[config.mk]
export PLATFORM = sky130hd
export DESIGN_NAME = perceptron_neuron_10i_flat
export DESIGN_NICKNAME = d
export VERILOG_FILES = /design/src/rtl/perceptron_neuron_10i_if.sv /design/src/rtl/perceptron_neuron_10i.sv /design/src/flat_wrapper.sv
export SDC_FILE = /design/constraint.sdc
export NUM_CORES = 2
export LEC_CHECK = 0
export CORE_AREA = 2 2 513 515
export CTS_CLUSTER_SIZE = 20
export DETAILED_ROUTE_END_ITERATION = 7
export DIE_AREA = 0 0 515 517
export PLACE_DENSITY_LB_ADDON = 0.3
export SETUP_SLACK_MARGIN = 0.05
export SLEW_MARGIN = 0
export SYNTH_ARGS = -nofsm -noshare
export SYNTH_HDL_FRONTEND = slang
export SYNTH_SLANG_ARGS = --single-unit
[constraint.sdc]
create_clock -name clk -period 27.2 [get_ports clk]
set_clock_uncertainty 0.1 [all_clocks]
set_input_delay 4.08 -clock clk [delete_from_list [all_inputs] [get_ports clk]]
set_output_delay 4.08 -clock clk [all_outputs]
set_load 0.01 [all_outputs]
[src/rtl/perceptron_neuron_10i_if.sv]
// perceptron_neuron_10i_if: start/operand/result bundle between the upstream converter and the neuron
interface perceptron_neuron_10i_if #(parameter int DATA_W = 32);
  logic                     i_start;
  logic signed [DATA_W-1:0] i_in [10];
  logic signed [DATA_W-1:0] i_w [10];
  logic signed [DATA_W-1:0] i_bias;
  logic signed [DATA_W-1:0] o_out;
  logic                     o_done;
  logic                     o_busy;
  modport master(output i_start, i_in, i_w, i_bias, input o_out, o_done, o_busy);
  modport slave(input i_start, i_in, i_w, i_bias, output o_out, o_done, o_busy);
endinterface

[src/rtl/perceptron_neuron_10i.sv]
// perceptron_neuron_10i: ten-term fixed-point MAC + bias, one term per clock, saturated output.
// Define RELU_EN to clamp negative results to zero after saturation.
module perceptron_neuron_10i #(
  parameter int DATA_W = 32,
  parameter int FRAC_W = 16,
  parameter int ACC_W  = 52
) (
  input logic clk,
  input logic rst_n,
  perceptron_neuron_10i_if.slave bus
);
  localparam logic [1:0] S_IDLE = 2'd0, S_MAC = 2'd1, S_OUT = 2'd2;
  logic [1:0]                 r_state;
  logic [3:0]                 r_idx;
  logic signed [ACC_W-1:0]    r_acc;
  logic signed [DATA_W-1:0]   r_x [10];
  logic signed [DATA_W-1:0]   r_w [10];
  logic signed [DATA_W-1:0]   r_out;
  logic                       r_done, r_busy;
  logic signed [2*DATA_W-1:0] w_prod;
  logic signed [ACC_W-1:0]    w_term;
  logic [ACC_W-DATA_W:0]      w_hi;
  logic                       w_ovf, w_accept;
  logic signed [DATA_W-1:0]   w_sat, w_act;
  always_comb begin
    w_accept = r_state == S_IDLE && bus.i_start;
    w_prod   = (2*DATA_W)'(r_x[r_idx]) * (2*DATA_W)'(r_w[r_idx]);
    w_term   = ACC_W'(w_prod >>> FRAC_W);
    // accumulator fits DATA_W only when all bits above the sign bit agree with it
    w_hi     = r_acc[ACC_W-1:DATA_W-1];
    w_ovf    = !(&w_hi) && |w_hi;
    w_sat    = !w_ovf ? r_acc[DATA_W-1:0]
             : r_acc[ACC_W-1] ? {1'b1, {(DATA_W-1){1'b0}}} : {1'b0, {(DATA_W-1){1'b1}}};
`ifdef RELU_EN
    w_act    = w_sat[DATA_W-1] ? '0 : w_sat;
`else
    w_act    = w_sat;
`endif
  end
  always_ff @(posedge clk)
    if (w_accept) begin
      r_x <= bus.i_in;
      r_w <= bus.i_w;
    end
  always_ff @(posedge clk) begin
    if (!rst_n) begin
      r_state <= S_IDLE;
      r_out   <= '0;
      r_done  <= 1'b0;
      r_busy  <= 1'b0;
      r_acc   <= '0;
      r_idx   <= '0;
    end else begin
      r_done <= 1'b0;
      if (w_accept) begin
        r_acc   <= ACC_W'(bus.i_bias);
        r_idx   <= '0;
        r_busy  <= 1'b1;
        r_state <= S_MAC;
      end else if (r_state == S_MAC) begin
        r_acc   <= r_acc + w_term;
        r_idx   <= r_idx + 4'd1;
        r_state <= r_idx == 4'd9 ? S_OUT : S_MAC;
      end else if (r_state == S_OUT) begin
        r_out   <= w_act;
        r_done  <= 1'b1;
        r_busy  <= 1'b0;
        r_state <= S_IDLE;
      end
    end
  end
  assign bus.o_out  = r_out;
  assign bus.o_done = r_done;
  assign bus.o_busy = r_busy;
endmodule

[src/flat_wrapper.sv]
// flat-port wrapper written by rule: the top's interface ports become plain ports
module perceptron_neuron_10i_flat 
#(
  parameter int DATA_W = 32,
  parameter int FRAC_W = 16,
  parameter int ACC_W  = 52
)
  (clk, rst_n, bus_i_start, bus_i_in, bus_i_w, bus_i_bias, bus_o_out, bus_o_done, bus_o_busy);
  perceptron_neuron_10i_if #(.DATA_W(DATA_W)) bus_i ();
  input logic clk;
  input logic rst_n;
  input wire logic [$bits(bus_i.i_start)-1:0] bus_i_start;
  input wire logic [$bits(bus_i.i_in)-1:0] bus_i_in;
  input wire logic [$bits(bus_i.i_w)-1:0] bus_i_w;
  input wire logic [$bits(bus_i.i_bias)-1:0] bus_i_bias;
  output wire logic [$bits(bus_i.o_out)-1:0] bus_o_out;
  output wire logic [$bits(bus_i.o_done)-1:0] bus_o_done;
  output wire logic [$bits(bus_i.o_busy)-1:0] bus_o_busy;
  assign bus_i.i_start = bus_i_start;
  assign bus_i.i_in = {>>{bus_i_in}};
  assign bus_i.i_w = {>>{bus_i_w}};
  assign bus_i.i_bias = bus_i_bias;
  assign bus_o_out = bus_i.o_out;
  assign bus_o_done = bus_i.o_done;
  assign bus_o_busy = bus_i.o_busy;
  perceptron_neuron_10i #(.DATA_W(DATA_W), .FRAC_W(FRAC_W), .ACC_W(ACC_W)) u_core (.clk(clk), .rst_n(rst_n), .bus(bus_i));
endmodule
Word-level counts from Yosys, hierarchy flattened. Index checks and enable logic that the tools add are counted. W data, S select, Z words.

Bits in registers: 732. Bits in latches: 0. RAM bits: 0. Bits in read-only memories: 0. Input port bits: 675. Output and inout bits: 34. Word-level logic and storage cells: 71. Memories kept: 0.

Add/subtract/negate cells: 2. Multiply operators: 1. Div/mod/pow operators: 0. Order comparisons: 1. Equal/unequal tests: 4. Shifts and indexed selects: 0. Mux-type cells: 18. Bitwise logic cells: 4. Reductions and logical operators: 14.

Operators by type and width (number): $bmux W32 S4 (2); $mux W32 (6); $mux W52 (2); $mul A32 B32 Y64 (1); $add A52 B48 Y52 (1); $reduce_and A21 Y1 (1); $reduce_or A21 Y1 (1); $mux W2 (3); $reduce_bool A2 Y1 (3); $ge A5 B5 Y1 const B (1); $mux W1 (5); $not A4 Y5 (1); $add A4 B1 Y4 const B (1); $eq A4 B4 Y1 const B (1); $not A1 Y1 (3); $reduce_and A3 Y1 (1); $reduce_bool A3 Y1 (1); $reduce_or A3 Y1 (1); $eq A2 B1 Y1 const B (1); $eq A2 B2 Y1 const B (1); $logic_and A1 B1 Y1 (2); $logic_not A2 Y1 (1); $ne A2 B1 Y1 const B (1); $reduce_and A2 Y1 (1); other kinds (2) (2).

Depth between registers and ports, before layout.
Depth after elaboration: 8. Gate-level depth with buffers: 53. Depth with buffers taken out: 45.

Least setup slack after synthesis. Ideal clock, no wire load.

Kind: input port to flip-flop. Start: in bus_i_start. End: reg u_core.r_acc[10]. Setup time: 119 ps. Data arrival time: 22955 ps. Required time: 26981 ps. Setup slack: 4025 ps. Stages: 5. Cells stage by stage: nand2_1 -> inv_1 -> clkbuf_1 -> a21oi_1 -> nor2_1.

Word-level cells in the longest chain between the ends: 2. Elaborated cells on any way between the ends: 3.

RTL lines: start: declaration (line flat_wrapper.sv:12) `input wire logic [$bits(bus_i.i_start)-1:0] bus_i_start;`; $logic_and A1 B1 Y1 (*) (line perceptron_neuron_10i.sv:26) `w_accept = r_state == S_IDLE && bus.i_start;`; via u_core.w_accept (line perceptron_neuron_10i.sv:23) `logic w_ovf, w_accept;`; $mux W52 or $reduce_bool A2 Y1 (tied branches); end signal: assignment (line perceptron_neuron_10i.sv:56) `r_acc <= ACC_W'(bus.i_bias);`; end signal: assignment (line perceptron_neuron_10i.sv:61) `r_acc <= r_acc + w_term;`; end: declaration (line perceptron_neuron_10i.sv:15) `logic signed [ACC_W-1:0] r_acc;`.

Mark *: on every way through the listed nets, which the timed path passes. The rest lies on a longest branch. A chain may end at the register's enable or synchronous reset.

Worst setup path in the final report.
Start: reg u_core.r_idx[0]. End: reg u_core.r_acc[50].

Word-level cells in the longest chain between the ends: 8. Elaborated cells on any way between the ends: 11.

RTL lines: start: declaration (line perceptron_neuron_10i.sv:14) `logic [3:0] r_idx;`; start signal: assignment (line perceptron_neuron_10i.sv:62) `r_idx <= r_idx + 4'd1;`; $not A4 Y5 (not written as such) (*) (line perceptron_neuron_10i.sv:27) `w_prod = (2*DATA_W)'(r_x[r_idx]) * (2*DATA_W)'(r_w[r_idx]);`; $bmux W32 S4 (line perceptron_neuron_10i.sv:27); $mux W32 (not written as such) (2 in series) (line perceptron_neuron_10i.sv:27); $mul A32 B32 Y64 (*) (line perceptron_neuron_10i.sv:27); $add A52 B48 Y52 (*) (line perceptron_neuron_10i.sv:61); $mux W52 (*) (line perceptron_neuron_10i.sv:60) `end else if (r_state == S_MAC) begin`; $mux W52 (*) (line perceptron_neuron_10i.sv:55) `if (w_accept) begin`.

Mark *: on every way between the ends. The rest lies on a longest branch, timed or not. The select of a mux whose other input is x is not followed.

==> flow_metrics.tcl <==
set metrics [dict create \
    rrSetupSlack_ps 11370 \
    synth_nets 7535 \
    cts_made_buffers 83 \
    synth_top_area_cell "fa_1" \
    min_to "u_core.bus.o_busy" \
    crit_top_cell "a21oi_1" \
    synth_edf_count 640 \
    die_w_um 515 \
    path_clk_slew_ps 60 \
    worstSetupEndpointType "flip-flop" \
    rows 188 \
    finalNetCount 8158 \
    r2r_start "u_core.r_idx[0]" \
    slew_headroom_pct 17.07 \
    synthToLayoutAreaGrowth_pct 21.85 \
    cts_tree "yes" \
    grt_max_degree 190 \
    ys.flop_type "edfxtp_1" \
    hold_path_depth 2 \
    syn-instance-count 5535 \
    ys_seq_elements 732 \
    fillerInstances 26520 \
    path_class "reg2reg" \
    setup_viol 0 \
    yosys-top-cells-area "fa_1, edfxtp_1, inv_1, ha_1, mux4_2" \
    grt_pass1_vias 47700 \
    drive_gt1_share_pct 6.813 \
    yosysTopAreaCellShare_pct 33.41 \
    grt_use_total_pct 17.26 \
    regArea_mm2 0.02108 \
    crit_path_max_fanout 80 \
    portBuffers 708 \
    rsz0062_at_grt "no" \
    ys.warnings.count 0 \
    clock_latency_ps 730 \
    dieArea_mm2 0.2663 \
    ctsLongestPathBuffers 3 \
    yosysUniqueCellTypes 79 \
    r2r_end "u_core.r_acc[50]" \
    cts.sinks 732 \
    start_util_pct 24.83 \
    reg2reg_depth 43 \
    cts_setup_buffers 0 \
    dp_hpwl_mm 183.9 \
    start_kind "flip-flop" \
    hold_buffers 0 \
    vias 43940 \
    maxCapViolCount 0 \
    grt_pass1_wl_mm 333.2 \
    async_reset_ff_share_pct 0 \
    netlist_area_mm2 0.06484 \
    antenna_found_initial 74 \
    worst_slew_pin_slew_ps 1244 \
    hold_start "u_core.bus.o_busy" \
    period_needed_ps 15830 \
    remaining_drc_errors 0 \
    gp_congestion 0.8851 \
    worst_path_max_delay_cell "o22a_1" \
    max_stage_delay_ps 860 \
    max_freq_mhz 63.15 \
    ant_nets 0 \
    cts_resized 0 \
    status "finished clean" \
    drt-initial-drc-count 3154 \
    critPathArrivalTime_ps 16250 \
    avgSynthCellArea_um2 11.71 \
    wl_mm 232.3 \
    io-pin-count 709 \
    htreeDepth 3 \
    multiInputGateArea_mm2 0.03928 \
    drtPass1Iterations 6 \
    finalHoldViolCount 0 \
    min_path_type "reg2reg" \
    core_mm2 0.2611 \
    fin_setup_tns_ps 0 \
    post-route-period-util_pct 58.21 \
    die_h_um 517 \
    grt-ovfl-total 0 \
    cts-root-buf "clkbuf_16" \
    vias_per_cell 4.549 \
    fin_util_pct 30.26 \
    worst_ep_required_time_ps 27620 \
    finalMaxSlewViolations 0 \
    wire_per_inst_um 24.05 \
    ys_seq_area_share_pct 32.48 \
]
[cells by family after synthesis]
family,after synthesis,share of synthesized area (%)
AOI/OAI and AO/OA,553,5.454
xor gates and xnor gates,111,1.523
adders and majority gates,1325,38.10
buffers and inverters,1240,7.239
DFF,732,32.48
muxes,280,6.747
and+or+nand+nor,1294,8.458
[synthesized netlist by cell type (all sizes together) (45+ instances only)]
cell type and instances:
nor2 524, dfxtp 92, o22a 45, clkbuf 217
a21o 65, o21ai 93, edfxtp 640, nand2 521
ha 243, xnor2 69, and2 77, mux4 124
o22ai 52, fa 1082, a21oi 185, mux2i 149
buf 57, inv 966
[per-layer routing]
metal | up-vias | global-route usage (%) | share of wire (%)
met4 | 68 | 4.304 | 2.5
li1 | 19080 | - | -
met1 | 22940 | 20.92 | 39
met2 | 1492 | 30.63 | 51
met5 | - | 0 | 0.19
met3 | 359 | 4.114 | 7.0
[cell usage in the layout, fill, tap and decap left out, types with 8 or more instances in the layout]
cell type        netlist  layout
edfxtp_1             640     640
mux2i_1              149     149
clkdlybuf4s50_1        0     708
ha_1                 243     241
nor2_1               524     523
fa_1                1082    1082
xor2_1                41      41
nor2b_1               40      40
nand2_1              520     519
o21bai_1              12      12
and2_1                77      77
clkbuf_1             217      15
a21o_1                64      64
and3_1                11      11
a21oi_1              184     183
bufinv_16              0       9
o22ai_2                0      21
a211oi_1              37      37
clkinv_2               0      10
nand3_1               18      18
diode_2                0      17
nand4_1               18      18
mux4_2               121     121
nand2b_1              37      37
clkbuf_16              0      83
inv_1                966     965
or2_2                 16      16
o22a_1                45      41
o22ai_1               52      28
xnor2_1               69      69
a31oi_1                8       8
o21ai_0               88      88
buf_4                  0     101
dfxtp_1               92      88
nor3_1                13      13
clkinv_1               0      15
[worst max-delay path: cells and delay by family (launching register included)]
| family | cells | cell delay [ps] |
|---|---|---|
| buf+inv | 8 | 2020 |
| simple gates | 4 | 1120 |
| flops | 1 | 610 |
| mux | 2 | 990 |
| compound gates | 17 | 5490 |
| fa+ha+maj | 10 | 4390 |
| xor+xnor | 2 | 540 |
[metrics by stage]
stage	instance area [um^2]	std cells	worst slack, ps	hold slack (ps)
after global routing	78970	9648	10570	406.3
after floorplan	64840	5535	4025	361.9
final	79000	9660	11370	370.9
after CTS	78960	9643	11380	378.3
after detailed placement	76170	9493	11460	369.9
after global placement	76170	9493	11590	367.4
[area by class of cell]
type                            count  area share [%]
Antenna cell                       17         0.05385
Clock buffer                       99           2.718
Clock inverter                     51          0.8125
Inverter                          966           4.599
Multi-Input combinational cell   3563           49.72
Sequential cell                   732           26.68
Tap cell                         3420           5.416
Timing Repair Buffer              812           10.01
[registers in the layout, indices dropped and copies added, names as in the netlist]
name,cells
u_core.r_idx,4
u_core.bus.o_done,1
u_core.r_state,2
u_core.r_w,320
u_core.r_x,320
u_core.r_acc,52
u_core.bus.o_busy,1
u_core.bus.o_out,32
[worst max path at each step]
stage,cells after the start,slack [ps],startpoint,end
5_1_grt,43,10570,u_core.r_idx[0],u_core.r_acc[50]
3_3_place_gp,43,11590,u_core.r_idx[0],u_core.r_acc[50]
4_1_cts,43,11380,u_core.r_idx[0],u_core.r_acc[50]
2_1_floorplan,5,4030,bus_i_start,u_core.r_acc[10]
6_report,43,11370,u_core.r_idx[0],u_core.r_acc[50]
3_5_place_dp,43,11460,u_core.r_idx[0],u_core.r_acc[50]
Power is not shown: default switching activity piles up to over one toggle a cycle in this logic, so the estimate is an artifact.
